### src/rtl/bcd_down_counter.sv
`default_nettype none
// ============================================================================
// Module      : bcd_down_counter
// Description : Two-digit BCD down counter with parallel load, BCD-validated
//               load with sticky error flag, terminal-count pulse and
//               selectable wrap (00 -> 99) or hold at 00.
// Revision    : 1.0 - initial release
// ============================================================================
module bcd_down_counter #(
  parameter int WRAP = 1
) (
  input  logic       clk,
  input  logic       rst,
  input  logic       load,
  input  logic [7:0] load_val,
  input  logic       en,
  output logic [7:0] count,
  output logic       zero,
  output logic       tc,
  output logic       load_err
);

  logic [3:0] tens;
  logic [3:0] ones;
  logic [7:0] dec_val;
  logic       load_ok;

  assign tens = count[7:4];
  assign ones = count[3:0];

  // A load is accepted only when both nibbles are legal BCD digits.
  assign load_ok = (load_val[7:4] <= 4'd9) && (load_val[3:0] <= 4'd9);

  // One-step BCD decrement, including the borrow and the terminal-count case.
  always_comb begin
    dec_val = count;
    if (ones != 4'd0) begin
      dec_val = {tens, ones - 4'd1};
    end else if (tens != 4'd0) begin
      dec_val = {tens - 4'd1, 4'd9};
    end else if (WRAP != 0) begin
      dec_val = 8'h99;
    end else begin
      dec_val = 8'h00;
    end
  end

  // Count, load error and terminal-count registers; rst > load > en > hold.
  always_ff @(posedge clk) begin
    if (rst) begin
      count    <= 8'h00;
      tc       <= 1'b0;
      load_err <= 1'b0;
    end else begin
      tc <= 1'b0;
      if (load) begin
        if (load_ok) begin
          count    <= load_val;
          load_err <= 1'b0;
        end else begin
          load_err <= 1'b1;
        end
      end else if (en) begin
        count <= dec_val;
        // Only a genuine 01 -> 00 step raises tc; wrap and hold never do.
        tc    <= (count == 8'h01);
      end
    end
  end

  // Zero indication depends on the registered count alone.
  assign zero = (count == 8'h00);

endmodule
`default_nettype wire

### config.mk
export PLATFORM = sky130hd
export DESIGN_NAME = bcd_down_counter
export DESIGN_NICKNAME = d
export VERILOG_FILES = /design/src/rtl/bcd_down_counter.sv
export SDC_FILE = /design/constraint.sdc
export NUM_CORES = 1
export LEC_CHECK = 0
export CORE_MARGIN = 2
export CORE_UTILIZATION = 35
export DETAILED_ROUTE_END_ITERATION = 16
export GPL_TIMING_DRIVEN = 0
export PLACE_DENSITY = 0.65
export SETUP_SLACK_MARGIN = 0.05
export SYNTH_ARGS = -nofsm -noshare
export SYNTH_HDL_FRONTEND = slang
export SYNTH_SLANG_ARGS = --single-unit
export TNS_END_PERCENT = 5
### constraint.sdc
create_clock -name clk -period 5 [get_ports clk]
set_clock_uncertainty 0.2 [all_clocks]
set_input_delay 1.25 -clock clk [delete_from_list [all_inputs] [get_ports clk]]
set_output_delay 1.25 -clock clk [all_outputs]
set_load 0.03 [all_outputs]
### Word level (Yosys, flattened, before mapping)

Index checks and enable logic that the tools add are counted.
W data, S select, Z words.

| word-level totals | value |
|---|---|
| register bits after elaboration | 10 |
| word-level logic and storage cells | 26 |
| input port bits | 12 |

| operators by class | value |
|---|---|
| bitwise operators | 1 |
| mux-type cells | 6 |
| reductions and logical operators | 8 |
| add/subtract/negate cells | 2 |
| equal/unequal tests | 3 |
| $lt $le $gt $ge | 2 |

Operators by type and width:

| kind | count |
|---|---|
| $mux W8 | 5 |
| $eq A8 B1 Y1 const B | 1 |
| $le A4 B4 Y1 const B | 2 |
| $logic_not A8 Y1 | 1 |
| $reduce_bool A4 Y1 | 2 |
| $sub A4 B1 Y4 const B | 2 |
| $reduce_and A3 Y1 | 1 |
| $reduce_or A3 Y1 | 1 |
| $ne A2 B1 Y1 const B | 1 |
| $ne A2 B2 Y1 const B | 1 |
| $reduce_and A2 Y1 | 1 |
| $reduce_bool A2 Y1 | 1 |
| $logic_and A1 B1 Y1 | 1 |
| $mux W1 | 1 |
| $not A1 Y1 | 1 |

### Longest topological paths before layout

Gate-level depths: netlist of run 1.

| depth | value |
|---|---|
| depth after elaboration | 5 |
| mapped depth | 6 |

### Worst setup path after synthesis of run 1

No wires, ideal clock.

| timing | value |
|---|---|
| path kind | reg2out |
| start point | register count[4] |
| end point | output zero |
| arrival | 1.319 ns |
| slack | 2.231 ns |
| cell stages (with the launch flop) | 5 |
| buffers on the path | 0 |
| cell sequence | dfxtp_1 inv_1 ha_1 nor3b_2 and3_1 |

| between the ends | value |
|---|---|
| word-level cells in the longest chain between the ends | 1 |

RTL lines:

| item | line | RTL |
|---|---|---|
| start, declared | 17 | `output logic [7:0] count,` |
| start signal, assigned | 58 | `count <= load_val;` |
| start signal, assigned | 64 | `count <= dec_val;` |
| $logic_not A8 Y1 | 72 | `assign zero = (count == 8'h00);` |
| end, declared | 18 | `output logic zero,` |

No other way between the ends.

### Worst setup path in the final report of run 1

Same ends and word-level chain as after synthesis.

==> impl_results.md, run 1 <==
- Run status: complete, no violations
- DIE WIDTH: 46.7 um
- Hold-fix buffers, CTS: 0
- I/O Buffers: 21
- Reg2Reg Depth: 4
- TritonCTS clock tree: done
- CTS H-Tree Depth: 1
- Ys Warns: 0
- Max IR drop VDD: 0.149 mV
- Initial antenna violation count: 0
- Slew Viols, Final: 0
- Number of buffers created by CTS: 3
- Post-synth EDFFs: 0
- Hold WC Path Type: flop to flop
- Mapped Area: 638 sq um
- Overall routing resource usage: 0.183
- Clock Tree Buf Depth: 2
- Sum Neg Setup Slack: 0 ns
- RSZ-0062 raised after global routing: false
- Worst hold slack: 0.266 ns
- Post-CTS Setup Bufs: 0
- Final-stage net count: 115
- CP arrival: 2.10 ns
- Maximum clock rate: 0.282 GHz
- R2R Setup Slk: 3.17 ns
- Max Cap Viol: 0
- Iter 0 DRT Violations: 13
- Layout cells sized above 1: 0.158
- CP startpoint: count[4]$_SDFFE_PP0P_
- GRT overflow: 0
- Core area: 0.00173 sq mm
- Top-count cell post-synth: dfxtp_1
- Fin crit period: 3.55 ns
- Via count: 661
- Synthesized instance count: 76
- Async SR Flop Fraction: 0
- Ant diodes: 0
- Final Wtd Congestion: 0.882
- Post-DP Area: 880 sq um
- DRC Markers: 0
- Synth top area share: 0.314
- Reg clk slew, reported paths: 0.07 ns
- First-pass GRT wire length: 2790 um
- Vias in the first global route: 652
- R2R Path End: count[7]$_SDFFE_PP0P_
- Worst setup EP type: output port
- Worst skew pair latency: 0.26 ns
- Row count: 15
- Final setup viols: 0
- Critical-path maximum fanout: 4
- Syn_nets: 89
- Post-route ant nets: 0
- Critical path required time: 3.55 ns
- Synth-to-layout area growth: 43.5%
- CTS root buf: clkbuf_4
- Pwr Density: 301 mW/mm^2
- DP Cell Count: 122
- R2r startpoint: count[3]$_SDFFE_PP0P_
- Cell taking the most area after synthesis: dfxtp_1
- Syn Area/Cell: 8.40 sq um
- Top cells by area, synth: dfxtp_1 (31%), a21oi_1 (6.3%), a211oi_2 (5.9%)
- Post-cts resize count: 0
- I/O pins: 23
- Worst-Margin Slew: 0.612 ns
- DR WL/cell: 12.7 um
- Cell variety after synth: 30
- Largest net degree at the start of global routing: 11
- Post-route cell area: 916 sq um
- HPWL after DPL: 1180 um
- Fin crit share: 0.710
- Initial Utilization: 0.370
- Pre-Repair DR Iteration Count: 4
- Leak Pwr: 0.000333 uW
- Die height: 46.7 um
- WL final: 1600 um
- Util after Layout: 0.530
- Layout Cells excl Fill: 126
- Clk sinks: 10
- Number of synthesized register bits: 10
- Vias per cell: 5.25
- Relative slew slack: 0.592
- Sequential element share of the synthesized area: 0.314
- Synth top cells by count: dfxtp_1 (10), a21oi_1 (8), nand2_1 (7), nor2_1 (7), inv_1 (5)
- CP Class: flop to output port
- Prevailing post-synth register cell: dfxtp_1
- Worst setup path endpoint: zero
- CP startpoint kind: flop
- Total die area: 0.00218 sq mm
- Final Hold Viols: 0
==> metrics by stage <==
| stage | total power, uW | setup WS [ns] |
|---|---|---|
| detailed placement | 204 | 1.77 |
| global route | 292 | 1.34 |
| finish | 276 | 1.45 |
| global placement | 203 | 1.78 |
| floorplan | 167 | 2.23 |
| CTS | 278 | 1.45 |
==> where the power goes <==
part | switching, uW | internal, uW
Combinational | 56.7 | 48.2
Sequential | 10.6 | 87.1
Clock | 29.4 | 44.2
==> routing by layer <==
layer | up-vias | global-route usage | share of wire
met4 | 0 | 0.100 | 0.0056
met1 | 305 | 0.228 | 0.48
met2 | 20 | 0.289 | 0.46
li1 | 334 | - | -
met3 | 2 | 0.0431 | 0.053
met5 | - | 0 | 0
==> registers in the layout (all words and copies together) (netlist names) <==
register	cells
count	8
tc	1
load_err	1
==> layout make-up <==
type	count	area [sq um]
fillers	178	811
flip-flops and latches	10	200
inverters	5	18.8
clock buffers	4	36.3
multi-input cells	58	407
well taps	25	31.3
plain buffers	3	12.5
repair buffers	21	210
==> critical path: stages (launching register included) <==
cell             delay, ns
dfxtp_1               0.34
inv_1                 0.10
ha_1                  0.20
nor3b_2               0.31
and3_1                0.21
clkdlybuf4s50_1       0.67
==> cells in the final DEF, fill, tap and decap left out, types with 2 or more instances in the layout <==
master	n
clkbuf_1	2
clkdlybuf4s50_1	21
mux2i_1	2
dfxtp_1	10
a21oi_1	8
inv_1	5
a211oi_2	3
o211ai_1	3
a21oi_2	2
clkbuf_4	3
nor4_1	2
o21ai_1	4
nand2_1	7
a311oi_2	2
nor2_1	7
nand3_1	3
==> kinds of logic (layout without fill, tap and decap cells) <==
logic type	after synthesis	in the layout	synth area share
AO/OA/AOI/OAI	28	28	0.351
adder cells (fa/ha/maj)	1	1	0.0196
buffers and inverters	8	33	0.0490
flip-flops	10	10	0.314
multiplexers	2	2	0.0314
AND/OR/NAND/NOR	27	27	0.235
==> worst min path at each step <==
stage | cells after the start | end | slack, ns | startpoint
4_1_cts | 2 | load_err$_SDFFE_PP0P_ | 0.27 | load_err$_SDFFE_PP0P_
3_3_place_gp | 2 | load_err$_SDFFE_PP0P_ | 0.24 | load_err$_SDFFE_PP0P_
3_5_place_dp | 2 | load_err$_SDFFE_PP0P_ | 0.25 | load_err$_SDFFE_PP0P_
2_1_floorplan | 2 | load_err$_SDFFE_PP0P_ | 0.38 | load_err$_SDFFE_PP0P_
5_1_grt | 2 | load_err$_SDFFE_PP0P_ | 0.30 | load_err$_SDFFE_PP0P_
6_report | 2 | load_err$_SDFFE_PP0P_ | 0.27 | load_err$_SDFFE_PP0P_
(Power assumes the default switching activity.)
==> run 2: changes to the inputs <==
clock period = 3.35 ns   (was 5 ns; I/O delays follow)
==> results of run 2 <==
The final DEF is identical to that of run 1. Status: complete, no violations.
Among the figures that moved: setup slack after placement 1.77 ns -> 0.533 ns; setup slack after layout 1.45 ns -> 0.211 ns; register-to-register setup slack 3.17 ns -> 1.52 ns; total power 276 uW -> 412 uW; worst IR drop on VDD 0.149 mV -> 0.223 mV
==> run 3: changes to the inputs <==
CTS_CLUSTER_SIZE = 28   (was unset)
MAX_ROUTING_LAYER = met4   (was unset)
==> run 3 against run 2 <==
Die area unchanged; cell area unchanged; combinational power about the same; critical endpoint unchanged; utilization unchanged.
==> impl_results.md, run 3 (same netlist as run 1, synthesis figures left out) <==
- Largest net degree at the start of global routing: 11 (unchanged)
- I/O pins: 23 (unchanged)
- Most common cell after layout, fill and taps aside: clkdlybuf4s50_1
- Final Wtd Congestion: 0.897 (+1.7%)
- Pre-Repair DR Iteration Count: 4 (unchanged)
- Biggest regs: count: 8 flops, load_err: 1 flops, tc: 1 flops
- Buf+Inv Stages, Crit Path: 2 (unchanged)
- HPWL after DPL: 1180 um (unchanged)
- R2r startpoint: count[0]$_SDFFE_PP0P_
- Most frequent cells in the layout: clkdlybuf4s50_1 (21), dfxtp_1 (10), a21oi_1 (8), nor2_1 (7), nand2_1 (7)
- Reg clk slew, reported paths: 0.07 ns (about the same)
- Critical Path Max Stage Delay: 0.67 ns (about the same)
- Synth-to-layout area growth: 43.5% (unchanged)
- Critical Path, Cell by Cell: inv_1, ha_1, nor3b_2, and3_1, clkdlybuf4s50_1
- Max IR drop VDD: 0.223 mV
- CP Class: flop to output port
- Pwr Density: 450 mW/mm^2
- Final Hold Viols: 0 (unchanged)
- CTS H-Tree Depth: 1 (unchanged)
- Post-CTS Setup Bufs: 0 (unchanged)
- Initial Utilization: 0.370 (unchanged)
- Vias per cell: 5.25 (unchanged)
- Critical path required time: 2.31 ns
- Post-route ant nets: 0 (unchanged)
- Clk sinks: 10 (unchanged)
- Row count: 15 (unchanged)
- Top Layer Used: met4
- Leak Pwr: 0.000333 uW (unchanged)
- Run status: complete, no violations
- WL met1: 782 um (+1.8%)
- Final setup viols: 0 (unchanged)
- Critical-path maximum fanout: 4 (unchanged)
- Fin crit share: 0.937
- Max reg flops: 8 (unchanged)
- Util after Layout: 0.530 (unchanged)
- R2R Path End: count[7]$_SDFFE_PP0P_
- Overall routing resource usage: 0.189 (+0.00596)
- DR WL/cell: 12.7 um (unchanged)
- Worst setup EP type: output port
- Maximum clock rate: 0.319 GHz
- Family with the most delay on the worst path: buffers and inverters
- Post-cts resize count: 0 (unchanged)
- Relative slew slack: 0.592 (about the same)
- Reg2Reg Depth: 4 (unchanged)
- Largest Register: count
- Sum Neg Setup Slack: 0 ns (unchanged)
- Register area: 200 sq um (unchanged)
- Die height: 46.7 um (unchanged)
- Number of buffers created by CTS: 3 (unchanged)
- RSZ-0062 raised after global routing: false
- TritonCTS clock tree: done
- Via count: 661 (unchanged)
- Hold Path Origin: load_err$_SDFFE_PP0P_
- Fin crit period: 3.14 ns
- Min-Delay Endpoint: load_err$_SDFFE_PP0P_
- Hold WC Path Type: flop to flop
- Total die area: 0.00218 sq mm (unchanged)
- First-pass GRT wire length: 2790 um (unchanged)
- WL final: 1600 um (unchanged)
- Layout cells sized above 1: 0.158 (unchanged)
- Multi-input logic area: 407 sq um (unchanged)
- Ant diodes: 0 (unchanged)
- DIE WIDTH: 46.7 um (unchanged)
- I/O Buffers: 21 (unchanged)
- CP startpoint: count[4]$_SDFFE_PP0P_
- Max Cap Viol: 0 (unchanged)
- Iter 0 DRT Violations: 13 (unchanged)
- Slew Viols, Final: 0 (unchanged)
- WL met3: 70 um (-18%)
- Clock Tree Buf Depth: 2 (unchanged)
- Core area: 0.00173 sq mm (unchanged)
- CP max stage cell: clkdlybuf4s50_1
- Worst skew pair latency: 0.26 ns (about the same)
- Initial antenna violation count: 0 (unchanged)
- CP arrival: 2.10 ns (about the same)
- Hold path depth: 2 (unchanged)
- CTS root buf: clkbuf_4
- R2R Setup Slk: 1.52 ns
- Vias in the first global route: 651 (-0.15%)
- DRC Markers: 0 (unchanged)
- Met2 wire length: 741 um (+0.54%)
- GRT overflow: 0 (unchanged)
- CP startpoint kind: flop
- Final-stage net count: 115 (unchanged)
- Worst-Margin Slew: 0.612 ns (-0.000161 ns)
- FILL cells: 178 (unchanged)
- Hold-fix buffers, CTS: 0 (unchanged)
-- run 3: cell counts in the layout (fill, tap and decap cells not counted) --
Identical to the previous run, type by type.
-- run 3: area by class of cell --
type | count | share of cell area
multi-input cells | 58 | 0.444
inverters | 5 | 0.0205
plain buffers | 3 | 0.0137
repair buffers | 21 | 0.230
clock buffers | 4 | 0.0396
flip-flops and latches | 10 | 0.219
well taps | 25 | 0.0342
-- run 3: where the power goes --
group	internal (uW)	switching, uW	total (uW)
Clock	66.0	43.7	110
Combinational	71.9	84.6	157
Sequential	130	15.8	146
-- run 3: metrics by stage --
| stage | power (uW) | std cells | instance area, sq um | setup WS, ns | hold WS (ns) |
|---|---|---|---|---|---|
| floorplan | 249 | 76 | 638 | 0.994 | 0.381 |
| detailed placement | 304 | 122 | 880 | 0.533 | 0.255 |
| global placement | 303 | 122 | 880 | 0.541 | 0.244 |
| CTS | 415 | 126 | 916 | 0.216 | 0.272 |
| global route | 436 | 126 | 916 | 0.105 | 0.303 |
| finish | 412 | 126 | 916 | 0.212 | 0.266 |
-- run 3: worst max path at each step --
stage / end / depth (start not counted)
floorplan: zero / 4
global placement: zero / 5
detailed placement: zero / 5
CTS: zero / 5
global route: zero / 5
finish: zero / 5
-- run 3: tightest hold or removal path, delay by kind of cell, from the launching register on --
| kind | cells | cell delay, ns |
|---|---|---|
| compound gates | 1 | 0.05 |
| flops | 1 | 0.31 |
| simple gates | 1 | 0.06 |
-- run 3: metal layers --
metal | track usage | up-vias
met2 | 0.289 | 20
met3 | 0.0353 | 2
met5 | - | -
met4 | 0.100 | 0
li1 | - | 334
met1 | 0.233 | 305
